**config.mk**
```make
export PLATFORM = sky130hd
export DESIGN_NAME = peripheral_uart_transmitter_param_wb
export DESIGN_NICKNAME = d
export VERILOG_FILES = /design/src/rtl/peripheral_uart_pkg.sv /design/src/rtl/peripheral_uart_sync_fifo_wb.sv /design/src/rtl/peripheral_uart_transmitter_param_wb.sv
export SDC_FILE = /design/constraint.sdc
export NUM_CORES = 1
export LEC_CHECK = 0
export ABC_AREA = 1
export ABC_CLOCK_PERIOD_IN_PS = 2750
export BUFFER_PORTS_ARGS = -buffer_cell sky130_fd_sc_hd__buf_2
export CAP_MARGIN = 25
export CORE_MARGIN = 4
export CORE_UTILIZATION = 50
export DETAILED_ROUTE_END_ITERATION = 8
export PLACE_DENSITY = 0.69
export SLEW_MARGIN = 25
export SYNTH_ARGS = -nofsm -noshare
export SYNTH_HDL_FRONTEND = slang
export SYNTH_HIERARCHICAL = 1
export SYNTH_SLANG_ARGS = --single-unit
```
**constraint.sdc**
```tcl
create_clock -name clk -period 2.75 [get_ports clk]
set_clock_uncertainty 0.15 [all_clocks]
set_input_delay 0.1375 -clock clk [delete_from_list [all_inputs] [get_ports clk]]
set_output_delay 0.1375 -clock clk [all_outputs]
set_load 0.01 [all_outputs]
```
**src/rtl/peripheral_uart_pkg.sv**
```systemverilog
// Shared types and constants for the parametrised UART transmitter.
package peripheral_uart_pkg;

    localparam logic [2:0] TstIdle   = 3'd0;
    localparam logic [2:0] TstLoad   = 3'd1;
    localparam logic [2:0] TstStart  = 3'd2;
    localparam logic [2:0] TstData   = 3'd3;
    localparam logic [2:0] TstParity = 3'd4;
    localparam logic [2:0] TstStop   = 3'd5;

    typedef enum logic [2:0] {
        StIdle   = TstIdle,
        StLoad   = TstLoad,
        StStart  = TstStart,
        StData   = TstData,
        StParity = TstParity,
        StStop   = TstStop
    } tx_state_e;

    // Parity modes indexed by {ep, sp}
    localparam logic [1:0] ParOdd   = 2'b00;
    localparam logic [1:0] ParEven  = 2'b10;
    localparam logic [1:0] ParMark  = 2'b01;
    localparam logic [1:0] ParSpace = 2'b11;

    typedef struct packed {
        logic [3:0] len;
        logic       pe;
        logic       ep;
        logic       sp;
        logic       stb;
    } uart_tx_cfg_t;

    function automatic logic [3:0] word_len(input logic [1:0] sel, input int unsigned max_w);
        int unsigned w;
        w = 32'd5 + 32'(sel);
        if (w > max_w) w = max_w;
        return 4'(w);
    endfunction

    function automatic logic parity_out(input logic [1:0] mode, input logic p);
        case (mode)
            ParOdd:  return ~p;
            ParEven: return p;
            ParMark: return 1'b1;
            default: return 1'b0;
        endcase
    endfunction

endpackage

```
**src/rtl/peripheral_uart_sync_fifo_wb.sv**
```systemverilog
// Synchronous FIFO with full-width occupancy count and a one-cycle clear.
module peripheral_uart_sync_fifo_wb #(
    parameter int unsigned WIDTH = 8,
    parameter int unsigned DEPTH = 16
) (
    input  logic                     clk,
    input  logic                     rst_n,
    input  logic                     push,
    input  logic                     pop,
    input  logic                     clr,
    input  logic [WIDTH-1:0]         wdata,
    output logic [WIDTH-1:0]         rdata,
    output logic [$clog2(DEPTH):0]   count,
    output logic                     full,
    output logic                     empty
);
    localparam int unsigned AW   = $clog2(DEPTH);
    localparam int unsigned CntW = AW + 1;

    logic [WIDTH-1:0] mem_q [DEPTH];
    logic [AW-1:0]    wr_ptr_q, rd_ptr_q;
    logic [CntW-1:0]  count_q;
    logic             push_ok, pop_ok;

    assign full    = (count_q == CntW'(DEPTH));
    assign empty   = (count_q == '0);
    assign push_ok = push && !full;
    assign pop_ok  = pop && !empty;
    assign rdata   = mem_q[rd_ptr_q];
    assign count   = count_q;

    always_ff @(posedge clk or negedge rst_n) begin
        if (!rst_n) begin
            wr_ptr_q <= '0;
            rd_ptr_q <= '0;
            count_q  <= '0;
        end else if (clr) begin
            // Clear wins over any same-cycle push or pop
            wr_ptr_q <= '0;
            rd_ptr_q <= '0;
            count_q  <= '0;
        end else begin
            if (push_ok) wr_ptr_q <= wr_ptr_q + AW'(1);
            if (pop_ok)  rd_ptr_q <= rd_ptr_q + AW'(1);
            case ({push_ok, pop_ok})
                2'b10:   count_q <= count_q + CntW'(1);
                2'b01:   count_q <= count_q - CntW'(1);
                default: count_q <= count_q;
            endcase
        end
    end

    always_ff @(posedge clk) begin
        if (push_ok && !clr) mem_q[wr_ptr_q] <= wdata;
    end

endmodule

```
**src/rtl/peripheral_uart_transmitter_param_wb.sv**
```systemverilog
// UART transmitter: FIFO-fed start/data/parity/stop serialiser with CTS, break and status flags.
module peripheral_uart_transmitter_param_wb
    import peripheral_uart_pkg::*;
#(
    parameter int unsigned DATA_W     = 8,
    parameter int unsigned FIFO_DEPTH = 16,
    parameter int unsigned OVERSAMPLE = 16,
    parameter int unsigned TX_THRESH  = 2,
    parameter int unsigned MSB_FIRST  = 0
) (
    input  logic                          clk,
    input  logic                          wb_rst_ni,
    input  logic                          baud_tick,
    input  logic [1:0]                    cfg_len,
    input  logic                          cfg_pe,
    input  logic                          cfg_ep,
    input  logic                          cfg_sp,
    input  logic                          cfg_stb,
    input  logic                          cfg_brk,
    input  logic                          cfg_cts_en,
    input  logic                          cts_n,
    input  logic                          s_valid,
    input  logic [DATA_W-1:0]             s_data,
    output logic                          s_ready,
    input  logic                          fifo_clr,
    output logic                          txd,
    output logic [$clog2(FIFO_DEPTH):0]   fifo_count,
    output logic                          busy,
    output logic                          tx_empty,
    output logic                          thr_irq,
    output logic [2:0]                    tstate
);
    localparam int unsigned CntW  = $clog2(FIFO_DEPTH) + 1;
    localparam int unsigned TickW = $clog2(2 * OVERSAMPLE);
    localparam logic [TickW-1:0] TickBit    = TickW'(OVERSAMPLE - 1);
    localparam logic [TickW-1:0] TickStop15 = TickW'(3 * OVERSAMPLE / 2 - 1);
    localparam logic [TickW-1:0] TickStop2  = TickW'(2 * OVERSAMPLE - 1);

    tx_state_e         state_q, state_d;
    logic [TickW-1:0]  tick_q, tick_d, tick_limit;
    logic [3:0]        bit_cnt_q, bit_cnt_d;
    logic [DATA_W-1:0] shift_q, shift_d;
    logic              parity_q, parity_d;
    uart_tx_cfg_t      cfg_q, cfg_d;
    logic              txd_q, txd_d;
    logic              tx_empty_q, thr_irq_q;

    logic [DATA_W-1:0] fifo_rdata, masked, full_rev, rev;
    logic [CntW-1:0]   fifo_cnt;
    logic              fifo_full, fifo_empty, fifo_pop, tick_end;
    logic [3:0]        cur_len;

    peripheral_uart_sync_fifo_wb #(
        .WIDTH (DATA_W),
        .DEPTH (FIFO_DEPTH)
    ) u_fifo (
        .clk   (clk),
        .rst_n (wb_rst_ni),
        .push  (s_valid),
        .pop   (fifo_pop),
        .clr   (fifo_clr),
        .wdata (s_data),
        .rdata (fifo_rdata),
        .count (fifo_cnt),
        .full  (fifo_full),
        .empty (fifo_empty)
    );

    assign cur_len = word_len(cfg_len, DATA_W);

    // MSB-first words are bit-reversed at load so the shifter always emits bit 0
    always_comb begin
        masked = fifo_rdata & ~({DATA_W{1'b1}} << cur_len);
        for (int i = 0; i < DATA_W; i++) full_rev[i] = masked[DATA_W-1-i];
        rev = full_rev >> (4'(DATA_W) - cur_len);
    end

    always_comb begin
        case (state_q)
            StStop:  tick_limit = !cfg_q.stb ? TickBit :
                                  (cfg_q.len == 4'd5) ? TickStop15 : TickStop2;
            default: tick_limit = TickBit;
        endcase
        tick_end = baud_tick && (tick_q == tick_limit);
    end

    always_comb begin
        state_d   = state_q;
        tick_d    = tick_q;
        bit_cnt_d = bit_cnt_q;
        shift_d   = shift_q;
        parity_d  = parity_q;
        cfg_d     = cfg_q;
        fifo_pop  = 1'b0;
        if (baud_tick && state_q inside {StStart, StData, StParity, StStop}) begin
            tick_d = tick_end ? '0 : tick_q + TickW'(1);
        end
        case (state_q)
            StIdle: begin
                tick_d = '0;
                if (!fifo_empty && (!cfg_cts_en || !cts_n)) state_d = StLoad;
            end
            StLoad: begin
                if (!fifo_empty) begin
                    fifo_pop  = 1'b1;
                    cfg_d     = '{len: cur_len, pe: cfg_pe, ep: cfg_ep, sp: cfg_sp, stb: cfg_stb};
                    shift_d   = (MSB_FIRST != 0) ? rev : masked;
                    bit_cnt_d = cur_len;
                    parity_d  = ^masked;
                    state_d   = StStart;
                end else begin
                    // Flushed between the IDLE check and the pop
                    state_d = StIdle;
                end
            end
            StStart: if (tick_end) state_d = StData;
            StData: begin
                if (tick_end) begin
                    shift_d   = shift_q >> 1;
                    bit_cnt_d = bit_cnt_q - 4'd1;
                    if (bit_cnt_q == 4'd1) state_d = cfg_q.pe ? StParity : StStop;
                end
            end
            StParity: if (tick_end) state_d = StStop;
            StStop:   if (tick_end) state_d = StIdle;
            default:  state_d = StIdle;
        endcase

        case (state_d)
            StStart:  txd_d = 1'b0;
            StData:   txd_d = shift_d[0];
            StParity: txd_d = parity_out({cfg_q.ep, cfg_q.sp}, parity_q);
            default:  txd_d = 1'b1;
        endcase
    end

    always_ff @(posedge clk or negedge wb_rst_ni) begin
        if (!wb_rst_ni) begin
            state_q    <= StIdle;
            tick_q     <= '0;
            bit_cnt_q  <= '0;
            shift_q    <= '0;
            parity_q   <= 1'b0;
            cfg_q      <= '0;
            txd_q      <= 1'b1;
            tx_empty_q <= 1'b1;
            thr_irq_q  <= 1'b1;
        end else begin
            state_q    <= state_d;
            tick_q     <= tick_d;
            bit_cnt_q  <= bit_cnt_d;
            shift_q    <= shift_d;
            parity_q   <= parity_d;
            cfg_q      <= cfg_d;
            txd_q      <= txd_d;
            tx_empty_q <= fifo_empty && (state_q == StIdle);
            thr_irq_q  <= (fifo_cnt <= CntW'(TX_THRESH));
        end
    end

    assign txd        = cfg_brk ? 1'b0 : txd_q;
    assign s_ready    = !fifo_full;
    assign fifo_count = fifo_cnt;
    assign busy       = (state_q != StIdle);
    assign tx_empty   = tx_empty_q;
    assign thr_irq    = thr_irq_q;
    assign tstate     = state_q;

endmodule

```
==> out/summary.md, run 1 <==
The flow ran to the end, and the final reports show no timing, DRC or antenna violations. After clock tree synthesis, the clock-pin slew on the worst setup and hold paths is 70 ps. Summed over all failing endpoints, the final setup total negative slack is 0 ps.

Leaving out fill and tap cells, the most frequent cells in the layout are 128 x sky130_fd_sc_hd__edfxtp_1, 114 x sky130_fd_sc_hd__nor2_1, 97 x sky130_fd_sc_hd__nand2_1. The total overflow left after global routing is 0. The logs give 0.6241 for the worst max-slew margin expressed relative to the limit and 0.009186 mm^2 for the post-route cell area.

For the routed via count, the log shows 5571. The global placement routability congestion came out at 0.8729. CTS saw 173 sinks.

Largest buffer count on any clock path: 2. In this run the worst path has a maximum fanout of 6. The worst setup path is of the reg2reg kind. The measured slew at the worst slew-check pin is 563.8 ps, and the number of antenna violations at the first check in global routing is 0. After detailed routing, the number of remaining DRC violations is 0. The I/O pin count came out at 35. The basic-gate share of the synthesized area counting and, or, nand and nor cells came out at 0.1622. The share of the clock period used by the worst path is 0.9255, and the share of flip-flops with an asynchronous set or reset is 0.2601. The compound-gate portion of the synthesized area is 0.1105, and the time the worst path needs with I/O delays and setup is 2545 ps. The number of flops mapped to enable cells by yosys came out at 128. The synthesized netlist occupies a cell area of 0.007881 mm^2. The layout overhead on the synthesized area is 16.56%. Peak clock frequency supported by timing: 392.9 MHz. The parity-gate share of the synthesized area counting xor and xnor cells is 0.01667, and the number of port buffers is 34. For the worst setup path, the data arrival time is 2720 ps.

The total number of H-tree levels is 4, and the count of standard-cell rows is 45. TritonCTS built the clock tree. The kind of start point of the critical path was a register. The tool flagged a number of max-cap violations equal to 0. The total nets after synthesis is 763, and the hold violation count in the final report is 0.

The worst min-delay path category was in2async. The tools report the sequential share of the synthesized area as 0.6311. Yosys attributes the largest share of cell area to sky130_fd_sc_hd__edfxtp_1 49%, sky130_fd_sc_hd__dfrtp_1 13%, sky130_fd_sc_hd__nor2_1 5.4%. IR analysis of the VDD net gives a maximum drop of 0.0005170 V. The ratio of routed vias to standard cells is 5.456. The first global-routing pass estimated 27310 um of wire.

The final worst setup slack was 205.0 ps. Leaving out fill and tap cells, the most frequent cell in the layout is sky130_fd_sc_hd__edfxtp_1. In this run the remaining antenna-violating nets after routing total 0. The netlist uses 44 different library cells.

Hold is met by 105.4 ps. The run gives 5 as the number of iterations in the first detailed-routing pass. Each instance of the synthesized netlist takes up on average 10.86 um^2. Pre-CTS setup slack: 182.0 ps. In this run the static leakage power is 0.003613 uW. The proportion of layout cells with a drive suffix above 1 was 0.1716. The run gives 0.5146 as the starting utilization of the core area. The cell count after synthesis came out at 726.

The main combinational cell family by area after synthesis is simple AND/OR/NAND/NOR gates. Summed over all nets, the half-perimeter wirelength after detailed placement is 11380 um. The routed wirelength normalized by instance count was 16.75 um.

The area share of fa/ha/maj cells after synthesis was 0.02477. The combined global-route utilization of all metal layers was 0.1962; the final number of setup-violating endpoints was 0. The floorplan step defined a die boundary enclosing 0.01784 mm^2.

The cell type with the highest aggregate area in the netlist is sky130_fd_sc_hd__edfxtp_1. The clock reaches the later pin of the worst-skew pair after 430 ps. Most frequently used flop master after synthesis: sky130_fd_sc_hd__edfxtp_1.

The wire length reported by the detailed router is 17100 um, and the die span in y is 133.6 um. For this design the ratio of total power to cell area is 790.7 mW/mm^2. The final-report max-slew violation count came out at 0. The die is 133.6 um wide. For the antenna cell count, the log shows 0. The run gives 0.01531 mm^2 as the floorplan core area.

The required time reported for the critical path endpoint came out at 2920 ps. In this run the cell area measured after placement is 0.008376 mm^2. The mux share of post-synthesis cell area came out at 0.001270. The root cell of the clock tree was sky130_fd_sc_hd__clkbuf_16. Entering global routing, the biggest net connects 52 pins.

Setup repair after global routing left no endpoint under its margin. The number of global-route vias before repair is 5372. The number of clock buffers added by TritonCTS is 17. For the worst flop-to-flop path, the logic depth is 18. The Yosys warning count is 6, and the synthesized flop and latch total is 173. The first routing iteration left 438 violations. At the end of the flow, the number of nets in the layout was 834. Share of the synthesized area in the top cell type: 0.4877. The filler cells instantiated in the layout total 1241.

The type of destination of the critical path was a register.
[sequential cells by signal, indices dropped and copies added (netlist names), 3 cells and up]
signal,flops
u_fifo/mem_q,128
cfg_q,8
shift_q,8
tick_q,5
u_fifo/count,5
bit_cnt_q,4
u_fifo/rd_ptr_q,4
u_fifo/wr_ptr_q,4
tstate,3
[repair_timing]
action	CTS	global route
endpoints found under the hold margin	190	0
setup endpoints to repair	0	1
hold buffers	18	0
setup buffers	0	3
gates resized for setup	0	5
[stage by stage]
stage / utilization / instances / power [uW]
detailed placement: 0.5469 / 968 / 4811
global placement: 0.5469 / 968 / 4754
global route: 0.5998 / 1021 / 7637
floorplan: - / 726 / 4378
CTS: 0.5979 / 1018 / 7262
finish: 0.5998 / 1021 / 7263
[layer usage]
| layer | share of wire | routed length, um | global-route usage |
|---|---|---|---|
| met5 | 0 | 0 | 0 |
| met3 | 0.054 | 917 | 0.04154 |
| met4 | 0.016 | 268 | 0.06571 |
| met1 | 0.43 | 7385 | 0.2542 |
| met2 | 0.50 | 8529 | 0.3307 |
[where the power goes]
group	switching (uW)	internal (uW)	total (uW)	leakage, uW
combinational	1060	585	1640	0.00160
clock	1060	1370	2430	0.000297
sequential	139	3050	3190	0.00172
[cell usage after synthesis, drive strengths merged (4+ instances only)]
cell type,count
inv,60
xnor2,7
o221ai,4
edfxtp,128
nand3,43
o21ai,87
dfrtp,42
clkbuf,9
xor2,8
buf,21
nand2,107
ha,14
nor3,10
nor2,120
o211ai,36
a21oi,13
[cell families (layout without fill, tap and decap cells)]
logic type | after synthesis | after routing
AOI/OAI and AO/OA | 146 | 146
xor gates and xnor gates | 15 | 15
adders and majority gates | 15 | 15
muxes | 1 | 1
buffers and inverters | 93 | 177
and+or+nand+nor | 283 | 283
DFF | 173 | 173
[cell type report]
type / count / area [um^2] / area share
clock inverters: 15 / 175.2 / 0.01907
flip-flops and latches: 173 / 4980 / 0.5421
clock buffers: 17 / 425.4 / 0.04631
inverters: 63 / 240.2 / 0.02615
repair buffers: 82 / 615.6 / 0.06701
well taps: 211 / 264.0 / 0.02874
multi-input cells: 460 / 2486 / 0.2706
[final timing paths]
kind                       startpoint              end  slack, ps
setup / recovery            tstate[0]  u_fifo/count[4]        200
hold / removal              wb_rst_ni         cfg_q[0]        110
setup reg to reg            tstate[0]  u_fifo/count[4]        200
hold reg to reg            shift_q[3]       shift_q[3]        340
max in group asynchronous   wb_rst_ni  u_fifo/count[2]       1930
min in group clk                cts_n        tstate[0]        220
[critical path, stage by stage, from the launching register on]
cell                       delay [ps]
sky130_fd_sc_hd__dfrtp_2          400
sky130_fd_sc_hd__inv_1             80
sky130_fd_sc_hd__or2_4            260
sky130_fd_sc_hd__nor2_1           100
sky130_fd_sc_hd__nand2_1           90
sky130_fd_sc_hd__inv_2             80
sky130_fd_sc_hd__nand2_4           80
sky130_fd_sc_hd__inv_2            100
sky130_fd_sc_hd__nand2_4           80
sky130_fd_sc_hd__fa_1             410
sky130_fd_sc_hd__nand3b_1         190
sky130_fd_sc_hd__nand2_1           80
sky130_fd_sc_hd__nand2_1           50
sky130_fd_sc_hd__nand2_1           70
sky130_fd_sc_hd__inv_1             40
sky130_fd_sc_hd__nand2_1           50
sky130_fd_sc_hd__nand2_1           40
sky130_fd_sc_hd__nand2_1           50
sky130_fd_sc_hd__nand2_1           40
Power figures use the tool's default switching activity.
==> inputs of run 2 (changes only) <==
--- a/config.mk
+++ b/config.mk
@@ -5,14 +5,13 @@
 export SDC_FILE = /design/constraint.sdc
 export NUM_CORES = 1
 export LEC_CHECK = 0
-export ABC_AREA = 1
 export ABC_CLOCK_PERIOD_IN_PS = 2750
 export BUFFER_PORTS_ARGS = -buffer_cell sky130_fd_sc_hd__buf_2
 export CAP_MARGIN = 25
 export CORE_MARGIN = 4
 export CORE_UTILIZATION = 50
 export DETAILED_ROUTE_END_ITERATION = 8
-export PLACE_DENSITY = 0.69
+export PLACE_DENSITY = 0.7
 export SLEW_MARGIN = 25
 export SYNTH_ARGS = -nofsm -noshare
 export SYNTH_HDL_FRONTEND = slang
==> run 2 against run 1 <==
Effect of this change:
- register-to-register slack worse by 110 ps
- sequential share of layout area is 1.3 points higher
- non-clock buffer count is 4 lower
- power is 7.9% lower
- area after synthesis is 3.1% lower
- critical path depth is 5 lower
- critical path type unchanged
- largest cell class unchanged
- highest routed layer unchanged
==> out/summary.md, run 2 <==
The DRC marker count from the first detailed-route iteration was 289 (-34%). The basic-gate share of the synthesized area counting and, or, nand and nor cells was 0.09995 (-0.06230); the global placement routability congestion was 0.7851 (-10%). In the layout the commonest cells are 128 x sky130_fd_sc_hd__edfxtp_1, 53 x sky130_fd_sc_hd__nand2_1, 42 x sky130_fd_sc_hd__nor2_1. The most common cell in the synthesized netlist is sky130_fd_sc_hd__edfxtp_1. Walking the worst path, the cells encountered are or4_4 -> nor2_4 -> nor2_2 -> nand2_2 -> inv_4 -> o21ai_4 -> or2_4 -> inv_4 -> ha_4 -> a211o_4 -> a31oi_4 -> nand4_1 -> o21ai_1. Peak clock frequency supported by timing: 376.3 MHz (-4.2%). The number of buffer and inverter instances along the worst setup path is 2 (-2). Sorting the synthesized cells by area gives the leading types as sky130_fd_sc_hd__edfxtp_1 50%, sky130_fd_sc_hd__dfrtp_1 14%, sky130_fd_sc_hd__mux4_2 9.4%. The flip-flop and latch area came out at 0.004977 mm^2 (about the same). The Yosys warning count was 6 (unchanged); the time the worst path needs with I/O delays and setup was 2658 ps (+112.5 ps). The clock sink total is 173 (unchanged), and the total length of routed met2 wires is 7845 um (-8.0%). The die span in y is 131.6 um (-1.5%), and the mux share of post-synthesis cell area is 0.1011 (+0.09983). The largest stage delay on the critical path came out at 550 ps (+140 ps). The worst min-delay path category is in2reg.

Broken down by cell family, the worst path's largest delay share belongs to simple AND/OR/NAND/NOR gates. The routed via count is 4528 (-19%). The highest ir drop seen on vdd was 0.0004907 V (-5.1%); the measured slew at the worst slew-check pin was 907.0 ps (+343.1 ps). Number of flops mapped to enable cells by yosys: 128 (unchanged). The type of the worst setup path is reg2reg. The count of different cell masters after synthesis came out at 63 (+43%). The logs give 0.002535 mm^2 (+2.0%) for the area occupied by multi-input gates and 46 (-12%) for the pin count of the biggest net entering global routing. Clock-pin slew reported for the worst setup and hold paths after clock tree synthesis: 70 ps (about the same). On the critical path, the stage with the largest delay is an instance of sky130_fd_sc_hd__or4_4. The number of buffers created by CTS was 17 (unchanged).

The layout overhead on the synthesized area came out at 17.50%. The power density relative to cell area was 745.7 mW/mm^2 (-5.7%). The root cell of the clock tree is sky130_fd_sc_hd__clkbuf_16. The cell count after synthesis came out at 514 (-29%). The part of the total power dissipated in sequential elements is 0.479 (+0.040). The tools report the global-route wire length before repair as 24900 um (-8.8%). Number of violations of the max-capacitance limit: 0 (unchanged). For the static leakage, the log shows 0.003331 uW (-7.8%). By count the netlist is led by 128 x sky130_fd_sc_hd__edfxtp_1, 54 x sky130_fd_sc_hd__nand2_1, 44 x sky130_fd_sc_hd__nor2_1. The run gives 0.1859 (-0.01022) as the combined global-route utilization of all metal layers.

The run gives 15380 um (-10%) as the wire length reported by the detailed router. The tools report the largest buffer count on any clock path as 2 (unchanged). Cell type with the highest aggregate area in the netlist: sky130_fd_sc_hd__edfxtp_1.

The run gives 0 (unchanged) as the number of antenna violations at the first check in global routing. The largest registers in the layout are u_fifo/mem_q (128), cfg_q (8), shift_q (8). The run gives 0.3931 (-0.2310) as the worst max-slew margin expressed relative to the limit. The total number of H-tree levels came out at 4 (unchanged). The flip-flop count of the largest register after layout is 128 (unchanged), and the required time reported for the critical path endpoint is 2950 ps (+30 ps). The top register by number of flip-flops was u_fifo/mem_q. The share of the clock period used by the worst path came out at 0.9664 (+0.04092). For the sequential share of the synthesized area, the log shows 0.6513 (+0.02027). The antenna cell count is 0 (unchanged), and the clock latency at the later pin of the worst-skew pair is 430 ps (about the same). The remaining design rule violation count was 0 (unchanged); the pre-CTS setup slack was -21.40 ps (-203.4 ps). The final-report max-slew violation count came out at 0 (unchanged). For the sum of met3 wire segment lengths after detailed routing, the log shows 533 um (-42%). For the layout filler cell count, the log shows 1116 (-10%).

The cell with the most instances on the worst path is sky130_fd_sc_hd__inv_4. The aggregate global routing overflow is 0 (unchanged). TritonCTS built the clock tree. After synthesis, the largest family of logic cells by area is multiplexers. The run gives 0.01475 mm^2 (-3.7%) as the floorplan core area. The run gives 624 (-25%) as the number of nets in the layout.

The area of the die was 0.01731 mm^2 (-2.9%). The tools report the number of global-route vias before repair as 4600 (-14%). The cell-internal power came out at 4851 uW (-3.2%). Setup repair after global routing left no endpoint under its margin. The post-synthesis area per instance was 14.86 um^2 (+37%). Leaving out fill and tap cells, the most frequent cell in the layout is sky130_fd_sc_hd__edfxtp_1. The tools report the total negative setup slack as 0 ps (unchanged). The clock group share of total power is 0.347 (+0.012), and the switching power as a share of total power is 0.2750 (-0.03542). Routed wirelength normalized by instance count: 19.61 um (+17%). The x dimension of the die was 131.6 um (-1.5%); the end-of-flow core utilization was 0.6081 (+0.008287). The tools report the signal arrival time at the worst endpoint as 2860 ps (+140 ps).

The I/O pin count was 35 (unchanged). Number of port buffers: 34 (unchanged). The number of iterations in the first detailed-routing pass is 4 (-1).

The tools report the count of standard-cell rows as 44 (-2.2%). The placed wire-length estimate after detailed placement was 10390 um (-8.6%). The power after layout is 6691 uW (-7.9%). The synthesized flop and latch total is 173 (unchanged).

The tools report the total nets after synthesis as 551 (-28%). The flow ran to the end, and the final reports show no timing, DRC or antenna violations. The share of flip-flops with an asynchronous set or reset was 0.2601 (unchanged); the final number of setup-violating endpoints was 0 (unchanged).

STA classifies the critical path startpoint as a register. Number of antenna-violating nets in the routed design: 0 (unchanged). Type of destination of the critical path: a register.

The final worst setup slack was 92.44 ps (-112.5 ps). The area share of fa/ha/maj cells after synthesis is 0.02556 (+0.0007954). The highest layer touched by signal routing is met4. The parity-gate share of the synthesized area counting xor and xnor cells is 0.01950 (+0.002829), and the combined area of all synthesized cells is 0.007636 mm^2 (-3.1%). The run gives 1840 uW (-18%) as the switching power summed over all nets. The ratio of routed vias to standard cells is 5.776 (+5.8%). The top fanout value on the critical path was 3 (-3); the met1 routed wirelength after detailed routing was 6751 um (-8.6%). The share of the synthesized area in the top cell type was 0.5034 (+0.01566); the proportion of layout cells with a drive suffix above 1 was 0.2617 (+0.09006). The compound-gate portion of the synthesized area is 0.07636 (-0.03414). The most frequently used flop master after synthesis is sky130_fd_sc_hd__edfxtp_1. The run gives 0.174 (-0.052) as the combinational fraction of design power. The logs give 0.5176 (+0.002930) for the starting utilization of the core area and 0 (unchanged) for the hold violation count in the final report.
-- run 2: cell types whose count changed in the layout (fill, tap and decap cells not counted), moves of 20 or more --
cell | previous run | this run
sky130_fd_sc_hd__o211ai_1 | 35 | 0
sky130_fd_sc_hd__a22oi_1 | 0 | 20
sky130_fd_sc_hd__mux4_2 | 0 | 32
sky130_fd_sc_hd__nand3_1 | 37 | 8
sky130_fd_sc_hd__nor2_1 | 114 | 42
sky130_fd_sc_hd__o21ai_0 | 81 | 5
sky130_fd_sc_hd__nand2_1 | 97 | 53
sky130_fd_sc_hd__inv_1 | 52 | 14
-- run 2: power groups by stage --
stage	Clock [uW]	Combinational, uW	Sequential [uW]
2_1_floorplan	0	796	3240
3_3_place_gp	0	1080	3240
3_5_place_dp	0	1120	3250
4_1_cts	2360	1150	3200
5_1_grt	2480	1300	3230
6_report	2320	1160	3210
-- run 2: cell type report --
class | instances | share of cell area
Inverter | 16 | 0.007251
Multi-Input combinational cell | 301 | 0.2825
Sequential cell | 173 | 0.5547
Tap cell | 184 | 0.02566
Timing Repair Buffer | 78 | 0.06526
Clock inverter | 15 | 0.01715
Clock buffer | 17 | 0.04741
-- run 2: what timing repair did --
action / 4_1_cts / 5_1_grt
setup endpoints to repair: 1 / 2
setup buffers: 0 / 3
endpoints found under the hold margin: 186 / 0
resized for setup: 1 / 6
hold buffers: 18 / 0
pin swaps: 0 / 6
-- run 2: cells by family after synthesis --
logic type                 Yosys count
DFF                                173
and+or+nand+nor                    157
AOI/OAI and AO/OA                   75
buffers and inverters               40
muxes                               37
xor gates and xnor gates            17
adders and majority gates           15
-- run 2: stage by stage --
step / hold WS (ps) / instances / area [um^2]
after floorplan: -308.1 / 514 / 7695
after global placement: 176.6 / 731 / 8154
after detailed placement: 181.4 / 731 / 8154
after CTS: 14.08 / 781 / 8916
after global routing: 54.10 / 784 / 8972
final: 35.58 / 784 / 8972
-- run 2: final timing paths --
path	start	to	slack (ps)	cells after the start
worst max-delay path	u_fifo/count[1]	u_fifo/count[3]	90	13
worst min-delay path	cts_n	tstate[0]	40	4
worst max register to register	u_fifo/count[1]	u_fifo/count[3]	90	13
worst min register to register	cfg_q[5]	cfg_q[5]	320	2
max in group asynchronous	wb_rst_ni	u_fifo/rd_ptr_q[0]	1920	2
min in group asynchronous	wb_rst_ni	cfg_q[6]	100	2
-- run 2: worst min-delay path, cell delays in order --
cell and delay, ps:
sky130_fd_sc_hd__buf_2 100, sky130_fd_sc_hd__a211oi_4 60, sky130_fd_sc_hd__nor3_1 190, sky130_fd_sc_hd__nor3_1 70
-- run 2: metal layers --
layer	vias up	GRT usage
met4	0	0.05659
met5	-	0
met1	2316	0.2444
met2	99	0.3149
li1	2093	-
met3	20	0.03823
==> inputs of run 3 (changes only) <==
--- a/config.mk
+++ b/config.mk
@@ -11,7 +11,7 @@
 export CORE_MARGIN = 4
 export CORE_UTILIZATION = 50
 export DETAILED_ROUTE_END_ITERATION = 8
-export PLACE_DENSITY = 0.7
+export PLACE_DENSITY = 0.82
 export SLEW_MARGIN = 25
 export SYNTH_ARGS = -nofsm -noshare
 export SYNTH_HDL_FRONTEND = slang
==> run 3 against run 2 <==
Effect of this change:
- global-route usage rose by 0.49 points
- routed wire length rose by 2.5%
- setup slack worse by 5.5 ps
- critical path depth shrank 3
- register-to-register slack hardly changed
- non-clock buffer count increased by 6
- largest power group unchanged
==> out/summary.md, run 3 (synthesis results as in run 2) <==
The run finished with clean final reports. The run gives 0 (unchanged) as the antenna cell count. The run gives 15760 um (+2.5%) as the wire length reported by the detailed router. The required time reported for the critical path endpoint was 2960 ps (about the same); the hold violation count in the final report was 0 (unchanged). For the post-layout instance count excluding filler cells, the log shows 790 (+0.77%).

DRC marker count from the first detailed-route iteration: 305 (+5.5%). The min-delay analysis places its worst path in the category in2reg. The worst reg2reg path depth was 10 (-3); the area occupied by multi-input gates was 0.002516 mm^2 (-0.74%).

STA classifies the critical path startpoint as a register. The combined global-route utilization of all metal layers is 0.1908 (+0.004868), and the flip-flop count of the largest register after layout is 128 (unchanged). The routed wirelength normalized by instance count came out at 19.95 um (+1.7%). The path with the worst hold slack has its endpoint at tstate[0]. The area of the die came out at 0.01731 mm^2 (unchanged). For the count of standard-cell rows, the log shows 44 (unchanged). The ratio of routed vias to standard cells was 5.887 (+1.9%); the pin count of the biggest net entering global routing was 46 (unchanged). For the worst max-slew margin expressed relative to the limit, the log shows 0.4303 (+0.03717).

The flip-flop and latch area came out at 0.004977 mm^2 (unchanged). Compared with the post-synthesis result, the final layout area differs by 17.88%. The logs give 90 ps (about the same) for the worst-case register-to-register setup slack and 173 (unchanged) for the clock sink total. CTS placed an instance of sky130_fd_sc_hd__clkbuf_16 at the clock tree root. In the final layout, the registers with the most flip-flops are u_fifo/mem_q (128), cfg_q (8), shift_q (8). The cell depth of the worst min-delay path was 4 (unchanged).

The library cells used most frequently in the layout, excluding fill and tap cells, are 128 x sky130_fd_sc_hd__edfxtp_1, 53 x sky130_fd_sc_hd__nand2_1, 43 x sky130_fd_sc_hd__nor2_1. The run gives 5 (+1) as the number of iterations in the first detailed-routing pass. The floorplan core area came out at 0.01475 mm^2 (unchanged). The run gives 2 (unchanged) as the largest buffer count on any clock path. The share of the clock period used by the worst path came out at 0.9684 (+0.002018).

The tools report the final-report max-slew violation count as 0 (unchanged). Number of nets in the layout: 630 (+0.96%). The tools report the remaining design rule violation count as 0 (unchanged). The instance count after placement with tap cells included was 739 (+1.1%). The final number of setup-violating endpoints was 0 (unchanged).

The layout filler cell count is 1071 (-4.0%). Type of the worst setup path: reg2reg. The die span in y is 131.6 um (unchanged).

The number of port buffers was 34 (unchanged). The tools report the signal arrival time at the worst endpoint as 2870 ps (about the same). The run gives 0 (unchanged) as the number of antenna-violating nets in the routed design. The peak clock frequency supported by timing was 375.5 MHz (-0.21%); the I/O pin count was 35 (unchanged).

The tools report the clock latency at the later pin of the worst-skew pair as 430 ps (about the same). The global-route wire length before repair is 25840 um (+3.8%). The launch point of the worst hold path is cts_n. The power after layout is 6751 uW (+0.89%). The number of buffer and inverter instances along the worst setup path is 2 (unchanged), and the highest ir drop seen on vdd is 0.0005230 V (+6.6%). Cell with the largest stage delay on the worst path: sky130_fd_sc_hd__or4_4.

The tools report the starting utilization of the core area as 0.5176 (unchanged). The run gives 86.89 ps (-5.550 ps) as the final worst setup slack. The top register by number of flip-flops is u_fifo/mem_q. The launch point of the worst reg-to-reg path is u_fifo/count[1]. Setup repair after global routing left no endpoint under its margin. The logs give 4 (unchanged) for the total number of H-tree levels and 0 (unchanged) for the number of violations of the max-capacitance limit. Aggregate global routing overflow: 0 (unchanged). The static leakage was 0.003371 uW (+1.2%).

The library cell used most frequently in the layout, excluding fill and tap cells, is sky130_fd_sc_hd__edfxtp_1. The logs give 17 (unchanged) for the number of buffers created by CTS and 10190 um (-2.0%) for the placed wire-length estimate after detailed placement. In this run the critical register-to-register path is captured at u_fifo/count[3]. The number of global-route vias before repair is 4853 (+5.5%), and the global placement routability congestion is 0.9061 (+15%).

The pre-CTS setup slack was 8.067 ps (+29.47 ps); the time the worst path needs with I/O delays and setup was 2663 ps (+5.550 ps). The measured slew at the worst slew-check pin came out at 848.0 ps (-58.93 ps). TritonCTS built the clock tree. The top fanout value on the critical path came out at 5 (+2).

Clock-pin slew reported for the worst setup and hold paths after clock tree synthesis: 70 ps (about the same). The cell family contributing the most delay on the critical path is simple AND/OR/NAND/NOR gates. The signal on the critical path passes through or4_4 -> buf_4 -> o21ai_4 -> or2_4 -> inv_2 -> ha_4 -> a211o_2 -> a31oi_2 -> nand4_1 -> o21ai_1. The proportion of layout cells with a drive suffix above 1 was 0.2690 (+0.007310); the largest stage delay on the critical path was 550 ps (about the same).

The tools report the number of antenna violations at the first check in global routing as 0 (unchanged). The power density relative to cell area was 750.0 mW/mm^2 (+0.57%); the x dimension of the die was 131.6 um (unchanged). The type of destination of the critical path is a register.

The routed via count came out at 4651 (+2.7%).
==> run 3: stage by stage <==
step	setup TNS [ps]	instance area (um^2)	hold slack [ps]	util
final	0	9001	42.09	0.6101
after global routing	0	9001	47.06	0.6101
after CTS	0	8982	8.892	0.6088
after detailed placement	0	8202	195.6	0.5559
after global placement	0	8202	190.4	0.5559
after floorplan	-968.4	7695	-308.1	-
==> run 3: timing repair <==
| action | 4_1_cts | 5_1_grt |
|---|---|---|
| endpoints found under the setup margin | 1 | 2 |
| pin swaps | 0 | 3 |
| endpoints found under the hold margin | 187 | 0 |
| buffers inserted | 0 | 1 |
| resized for setup | 1 | 2 |
| hold buffers | 18 | 0 |
==> run 3: layer usage <==
metal	vias up	routed length, um	global-route usage
met5	-	0	0
met4	0	314	0.06243
met3	31	1194	0.06613
met2	184	7937	0.3152
met1	2335	6314	0.2378
li1	2101	-	-
==> run 3: tightest hold or removal path: stages <==
cell and delay, ps:
sky130_fd_sc_hd__buf_2 100, sky130_fd_sc_hd__a211oi_4 60, sky130_fd_sc_hd__nor3_1 200, sky130_fd_sc_hd__nor3_1 80
==> run 3: cell type report <==
class	count	share of cell area
clock buffers	17	0.04726
clock inverters	15	0.01904
multi-input cells	301	0.2795
well taps	184	0.02558
flip-flops and latches	173	0.5530
repair buffers	84	0.06867
inverters	16	0.006950
==> run 3: how the worst max path moves through the flow <==
stage               slack, ps         endpoint  cells past startpoint            start
global placement           70  u_fifo/count[3]                     13  u_fifo/count[0]
floorplan                -380  u_fifo/count[3]                     16  u_fifo/count[0]
global route                4  u_fifo/count[3]                     13  u_fifo/count[1]
finish                     90  u_fifo/count[3]                     10  u_fifo/count[1]
CTS                        20  u_fifo/count[3]                     13  u_fifo/count[0]
detailed placement          8  u_fifo/count[3]                     13  u_fifo/count[0]
==> run 3: power breakdown <==
part	switching, uW	internal (uW)
clock network	1090	1300
registers	153	3050
logic	649	519
total	1890	4860
